`config.mk`:
```
export PLATFORM = sky130hd
export DESIGN_NAME = reorder_buffer
export DESIGN_NICKNAME = d
export VERILOG_FILES = /design/src/rtl/reorder_buffer.sv
export SDC_FILE = /design/constraint.sdc
export NUM_CORES = 2
export LEC_CHECK = 0
export CAP_MARGIN = 20
export CORE_UTILIZATION = 30
export CTS_BUF_LIST = sky130_fd_sc_hd__clkbuf_16
export DETAILED_ROUTE_END_ITERATION = 16
export GPL_TIMING_DRIVEN = 0
export RECOVER_POWER = 25
export SLEW_MARGIN = 0
export SYNTH_ARGS = -nofsm -noshare
export SYNTH_HDL_FRONTEND = slang
export SYNTH_SLANG_ARGS = --single-unit
export TNS_END_PERCENT = 30
```
`constraint.sdc`:
```
create_clock -name clk -period 7.65 [get_ports clk]
set_input_delay 1.53 -clock clk [delete_from_list [all_inputs] [get_ports clk]]
set_output_delay 1.53 -clock clk [all_outputs]
set_load 0.05 [all_outputs]
```
`src/rtl/reorder_buffer.sv`:
```
// Circular in-order reorder buffer: allocates tags 1..2^ROB_LOG-1 at issue, captures CDB results,
// retires the head in program order and flushes on a mispredicted branch. Option: ROB_CDB_BYPASS_EN.
module reorder_buffer #(
   parameter int ROB_LOG = 4
) (
   input  logic               clk,
   input  logic               rst,
   input  logic               rdy,
   input  logic               issue_valid,
   input  logic               issue_has_dest,
   input  logic [4:0]         issue_dest,
   input  logic               issue_is_branch,
   input  logic [31:0]        issue_pred_pc,
   output logic [ROB_LOG-1:0] issue_reorder,
   output logic               rob_full,
   input  logic               cdb_valid,
   input  logic [ROB_LOG-1:0] cdb_reorder,
   input  logic [31:0]        cdb_value,
   input  logic [31:0]        cdb_next_pc,
   input  logic [ROB_LOG-1:0] query_j_reorder,
   output logic               query_j_ready,
   output logic [31:0]        query_j_value,
   input  logic [ROB_LOG-1:0] query_k_reorder,
   output logic               query_k_ready,
   output logic [31:0]        query_k_value,
   output logic               commit_valid,
   output logic [4:0]         commit_dest,
   output logic [31:0]        commit_value,
   output logic [ROB_LOG-1:0] commit_reorder,
   output logic               rob_flush,
   output logic [31:0]        flush_pc
);

   localparam int DEPTH = 2 ** ROB_LOG;
   localparam logic [ROB_LOG-1:0] PTR_ONE = ROB_LOG'(1);
   localparam logic [ROB_LOG-1:0] PTR_MAX = '1;

   typedef struct packed {
      logic        busy;
      logic        ready;
      logic        has_dest;
      logic [4:0]  dest;
      logic        is_branch;
      logic [31:0] pred_pc;
      logic [31:0] value;
      logic [31:0] next_pc;
   } entry_t;

   // Slot 0 is never allocated, so the count never exceeds PTR_MAX and fits in ROB_LOG bits.
   entry_t             rob_q [DEPTH];
   entry_t             rob_d [DEPTH];
   logic [ROB_LOG-1:0] head_q, head_d;
   logic [ROB_LOG-1:0] tail_q, tail_d;
   logic [ROB_LOG-1:0] count_q, count_d;

   logic               commit_valid_q, commit_valid_d;
   logic [4:0]         commit_dest_q, commit_dest_d;
   logic [31:0]        commit_value_q, commit_value_d;
   logic [ROB_LOG-1:0] commit_reorder_q, commit_reorder_d;
   logic               rob_flush_q, rob_flush_d;
   logic [31:0]        flush_pc_q, flush_pc_d;

   entry_t head_entry;
   logic   do_commit;
   logic   do_issue;
   logic   mispredict;

   function automatic logic [ROB_LOG-1:0] next_ptr(input logic [ROB_LOG-1:0] p);
      return (p == PTR_MAX) ? PTR_ONE : p + PTR_ONE;
   endfunction

   assign head_entry    = rob_q[head_q];
   assign rob_full      = (count_q == PTR_MAX);
   assign issue_reorder = tail_q;
   assign do_commit     = (count_q != '0) && head_entry.busy && head_entry.ready;
   assign do_issue      = issue_valid && !rob_full;
   assign mispredict    = do_commit && head_entry.is_branch &&
                          (head_entry.next_pc != head_entry.pred_pc);

   // NOTE: combinational next-state uses blocking '=' with every output defaulted first, so no latch is inferred.
   always_comb begin
      rob_d            = rob_q;
      head_d           = head_q;
      tail_d           = tail_q;
      count_d          = count_q;
      commit_valid_d   = 1'b0;
      commit_dest_d    = commit_dest_q;
      commit_value_d   = commit_value_q;
      commit_reorder_d = commit_reorder_q;
      rob_flush_d      = 1'b0;
      flush_pc_d       = '0;

      if (rdy) begin
         if (do_commit) begin
            commit_valid_d   = head_entry.has_dest;
            commit_dest_d    = head_entry.dest;
            commit_value_d   = head_entry.value;
            commit_reorder_d = head_q;
         end

         if (mispredict) begin
            // The mispredicted branch retires, then every younger entry is discarded.
            rob_flush_d = 1'b1;
            flush_pc_d  = head_entry.next_pc;
            for (int i = 0; i < DEPTH; i++) begin
               rob_d[i].busy  = 1'b0;
               rob_d[i].ready = 1'b0;
            end
            head_d  = PTR_ONE;
            tail_d  = PTR_ONE;
            count_d = '0;
         end else begin
            if (cdb_valid && rob_q[cdb_reorder].busy) begin
               rob_d[cdb_reorder].ready   = 1'b1;
               rob_d[cdb_reorder].value   = cdb_value;
               rob_d[cdb_reorder].next_pc = cdb_next_pc;
            end

            if (do_commit) begin
               rob_d[head_q].busy  = 1'b0;
               rob_d[head_q].ready = 1'b0;
               head_d              = next_ptr(head_q);
            end

            if (do_issue) begin
               rob_d[tail_q].busy      = 1'b1;
               rob_d[tail_q].ready     = 1'b0;
               rob_d[tail_q].has_dest  = issue_has_dest;
               rob_d[tail_q].dest      = issue_dest;
               rob_d[tail_q].is_branch = issue_is_branch;
               rob_d[tail_q].pred_pc   = issue_pred_pc;
               tail_d                  = next_ptr(tail_q);
            end

            if (do_issue && !do_commit) begin
               count_d = count_q + PTR_ONE;
            end else if (!do_issue && do_commit) begin
               count_d = count_q - PTR_ONE;
            end
         end
      end
   end

   // NOTE: the entry array is a small flop bank, so it is reset in full; stale data then never reads as X.
   always_ff @(posedge clk or negedge rst) begin
      if (!rst) begin
         for (int i = 0; i < DEPTH; i++) begin
            rob_q[i] <= '0;
         end
         head_q           <= PTR_ONE;
         tail_q           <= PTR_ONE;
         count_q          <= '0;
         commit_valid_q   <= 1'b0;
         commit_dest_q    <= '0;
         commit_value_q   <= '0;
         commit_reorder_q <= '0;
         rob_flush_q      <= 1'b0;
         flush_pc_q       <= '0;
      end else begin
         rob_q            <= rob_d;
         head_q           <= head_d;
         tail_q           <= tail_d;
         count_q          <= count_d;
         commit_valid_q   <= commit_valid_d;
         commit_dest_q    <= commit_dest_d;
         commit_value_q   <= commit_value_d;
         commit_reorder_q <= commit_reorder_d;
         rob_flush_q      <= rob_flush_d;
         flush_pc_q       <= flush_pc_d;
      end
   end

   assign commit_valid   = commit_valid_q;
   assign commit_dest    = commit_dest_q;
   assign commit_value   = commit_value_q;
   assign commit_reorder = commit_reorder_q;
   assign rob_flush      = rob_flush_q;
   assign flush_pc       = flush_pc_q;

   // Operand lookups; slot 0 is never busy, so tag 0 always reads as not ready.
   always_comb begin
      query_j_ready = rob_q[query_j_reorder].busy && rob_q[query_j_reorder].ready;
      query_j_value = (query_j_reorder == '0) ? '0 : rob_q[query_j_reorder].value;
      query_k_ready = rob_q[query_k_reorder].busy && rob_q[query_k_reorder].ready;
      query_k_value = (query_k_reorder == '0) ? '0 : rob_q[query_k_reorder].value;
`ifdef ROB_CDB_BYPASS_EN
      if (cdb_valid && (cdb_reorder == query_j_reorder) && rob_q[query_j_reorder].busy) begin
         query_j_ready = 1'b1;
         query_j_value = cdb_value;
      end
      if (cdb_valid && (cdb_reorder == query_k_reorder) && rob_q[query_k_reorder].busy) begin
         query_k_ready = 1'b1;
         query_k_value = cdb_value;
      end
`else
      // Without bypass a broadcast becomes visible to queries only after it is captured.
`endif
   end

endmodule
```
==> qor.yml <==
yosys:
  netlist_instances: 5388
  syn-mean-instance-area_um2: 16.2
  synth.most_common_cell: "dfrtp_1"
  synth_warnings: 0
  netlist_top_cells_area: "dfrtp_1 (51%), mux2_2 (20%), mux4_2 (20%)"
  synth_top_cell_by_area: "dfrtp_1"
  ys_ff_latch: 1767
  ys.flop_type: "dfrtp_1"
  synthesis.nets: 5519
  synth_commonest_cells: "dfrtp_1 (1,765), mux2_2 (1,585), mux4_2 (791)"
  post_synth_instance_area_um2: 87400
  synth-async-reset-ratio_pct: 100
  post_synth_num_cell_types: 46
  synth-seq-area-share_pct: 50.6
  number_of_synthesized_flops_with_an_enable_pin: 0
  synth.top_cell.area_share_pct: 50.5
clock_tree:
  number_of_buffers_inserted_by_post_cts_setup_repair: 0
  tritoncts.num_buffers: 191
  tritoncts_num_sinks: 1767
  post_cts_hold_buffer_count: 0
  clock_insertion_delay_worst_skew_ps: 870
  clock_tree.root_cell: "clkbuf_16"
  path_clk_slew_ps: 60
  cts_htree_levels: 4
  clk_path_buf_depth: 4
  tritoncts: "done"
  post_cts.resized_instances: 0
global_route:
  groute.layer.met2.usage_pct: 35.0
  grt_first_pass_wirelength_um: 462000
  groute.layer.met3.usage_pct: 6.33
  grt.met1_usage_pct: 28.8
  top_usage_layer: "met2"
  antenna_violations_before_repair: 61
  grt_util_all_layers_pct: 22.4
  grt_overflow: 0
  grt_max_degree: 187
  via_count_of_the_first_global_routing_pass: 58100
drt:
  ratio_of_routed_vias_to_standard_cells: 5.67
  antenna_left: 0
  detailedRoute.firstPassIterationCount: 7
  post-route-drc-count: 0
  wirelength_um: 330000
  wire_per_inst_um: 33.2
  routed-via-count: 56500
  first_iter_violations: 6568
setup_path:
  path_common_cell: "buf_2"
  cp_data_arrival_time_ps: 8130
  setup.worst_path.class: "reg2reg"
  timing.critical_path.cells: "buf_2 > buf_4 > buf_2 > mux4_2 > a22oi_1 > nand2_1 > xnor2_1 > nand4_1 > nor4_1 > a21oi_1 > nor3_1 > buf_2 > buf_2 > mux2_2"
  critPathRequiredTime_ps: 8360
  timing.critical_path.slowest_cell_delay_ps: 960
  worst_path_max_delay_cell: "nor3_1"
  crit_fanout: 10
  cp-start-kind: "flop"
  timing.critical_path.to_type: "flop"
placed_design:
  dp_hpwl_um: 229000
  gpl.final_weighted_congestion: 0.915
  placed_cells: 9615
  numPortBuffers: 253
  preCtsSetupSlack_ps: 571
  place_area_um2: 96600
sta:
  timing.final.hold_violations: 0
  final_period_minus_worst_setup_slack_ps: 7430
  fin_setup_tns_ps: 0
  tightestPinTransition_ps: 4570
  final.hold.worst_slack_ps: 482
  timing.final.ws_setup_ps: 223
  tcrit_tclk_final_pct: 97.1
  final.setup_skew_ps: 95.9
  final-max-slew-violation-count: 464
  slew-limit-headroom_pct: -205
  setup_violations: 0
  highest_achievable_clock_rate_ghz: 0.135
  unrepaired_setup_endpoints_after_global_routing: "no"
worst_hold_path:
  hold_path_class: "reg2reg"
floorplanning:
  die-height_um: 542
  start_util_pct: 30.3
  rows: 197
  ios: 266
  die-area_um2: 294000
  core_area_um2: 289000
  die_width_um: 542
cells_and_area:
  finalInstanceArea_um2: 102000
  share_of_layout_cells_above_drive_strength_1_pct: 49.4
  final_nets: 6063
  postLayoutCoreUtil_pct: 35.4
  final-instance-count-excl-fill: 9960
  area.growth.synth_to_final_pct: 17.0
status:
  violations: "max-capacitance violations, max-slew violations"
  run_status: "finished, violations left"
power_and_ir_drop:
  worst_ir_drop_vdd_mv: 0.203
  total_design_power_mw: 30.7
  leakage_dissipation_nw: 45.2
  power-per-cell-area_nw_per_um2: 300
run:
  max_cap_violations: 3
worst max-delay path, delay by kind of cell (launching register included):
kind	cells	cell delay [ps]
simple gates	4	2250
mux	2	990
compound gates	2	630
buf+inv	5	2310
flops	1	680
xor+xnor	1	370
placed cells by master, fill, tap and decap left out, types with 64 or more instances in the layout:
| cell | synthesis | final |
|---|---|---|
| dfrtp_1 | 1765 | 1765 |
| mux2_2 | 1585 | 1585 |
| mux4_2 | 791 | 791 |
| clkdlybuf4s50_1 | 0 | 252 |
| clkbuf_1 | 252 | 229 |
| clkbuf_16 | 0 | 194 |
| buf_2 | 141 | 177 |
| a22oi_1 | 128 | 128 |
| nand2_1 | 123 | 123 |
| mux2_1 | 104 | 104 |
| buf_8 | 0 | 71 |
| nor2b_1 | 68 | 68 |
| a21oi_1 | 64 | 64 |
registers in the layout (all words and copies together), names as in the netlist:
name,count
rob_q,1680
commit_value,32
commit_valid,1
commit_dest,5
flush_pc,32
rob_flush,1
commit_reorder,4
issue_reorder,4
count_q,4
head_q,4
cell families (layout without fill, tap and decap cells):
| kind of cell | after synthesis | count (layout) | share of synthesized area (%) |
|---|---|---|---|
| muxes | 2482 | 2482 | 42.2 |
| DFF | 1767 | 1767 | 50.6 |
| buffers and inverters | 530 | 1206 | 2.80 |
| and+or+nand+nor | 320 | 320 | 2.01 |
| AOI/OAI and AO/OA | 244 | 244 | 1.95 |
| xor gates and xnor gates | 34 | 34 | 0.341 |
| adders and majority gates | 11 | 11 | 0.166 |
| other | 0 | 16 | 0 |
report_power, final:
part	internal, mW	total, mW	leakage [nW]	switching, mW
clock	4.82	8.77	2.90	3.95
sequential	11.1	12.2	24.0	1.11
combinational	4.48	9.72	18.3	5.24
total	20.4	30.7	45.2	10.3
cell type report:
class,count,area (µm²)
Antenna cell,16,40.0
Buffer,518,2470
Clock buffer,194,4850
Clock inverter,131,782
Fill cell,27600,187000
Inverter,12,45.0
Multi-Input combinational cell,3091,40800
Sequential cell,1767,44200
Tap cell,3880,4850
Timing Repair Buffer,351,4210
per-layer routing:
layer	wire, µm	share of wire [%]	vias to the layer above
met4	15700	4.7	30
met5	191	0.058	-
met3	32700	9.9	757
met2	153000	46	3073
met1	128000	39	30800
li1	-	-	21800
path summary, 6_finish.rpt:
path / end / slack, ps / start / depth (start not counted)
setup / recovery: rob_q[100]$_DFFE_PN0P_ / 220 / head_q[0]$_DFFE_PN1P_ / 14
hold / removal: rob_q[205]$_DFFE_PN0P_ / 480 / rob_q[205]$_DFFE_PN0P_ / 1
setup reg to reg: rob_q[100]$_DFFE_PN0P_ / 220 / head_q[0]$_DFFE_PN1P_ / 14
hold reg to reg: rob_q[205]$_DFFE_PN0P_ / 480 / rob_q[205]$_DFFE_PN0P_ / 1
max in group asynchronous: rob_q[771]$_DFFE_PN0P_ / 1860 / rst / 5
min in group asynchronous: flush_pc[15]$_DFF_PN0_ / 590 / rst / 1
Note: power is estimated with default switching activity, not from simulation.
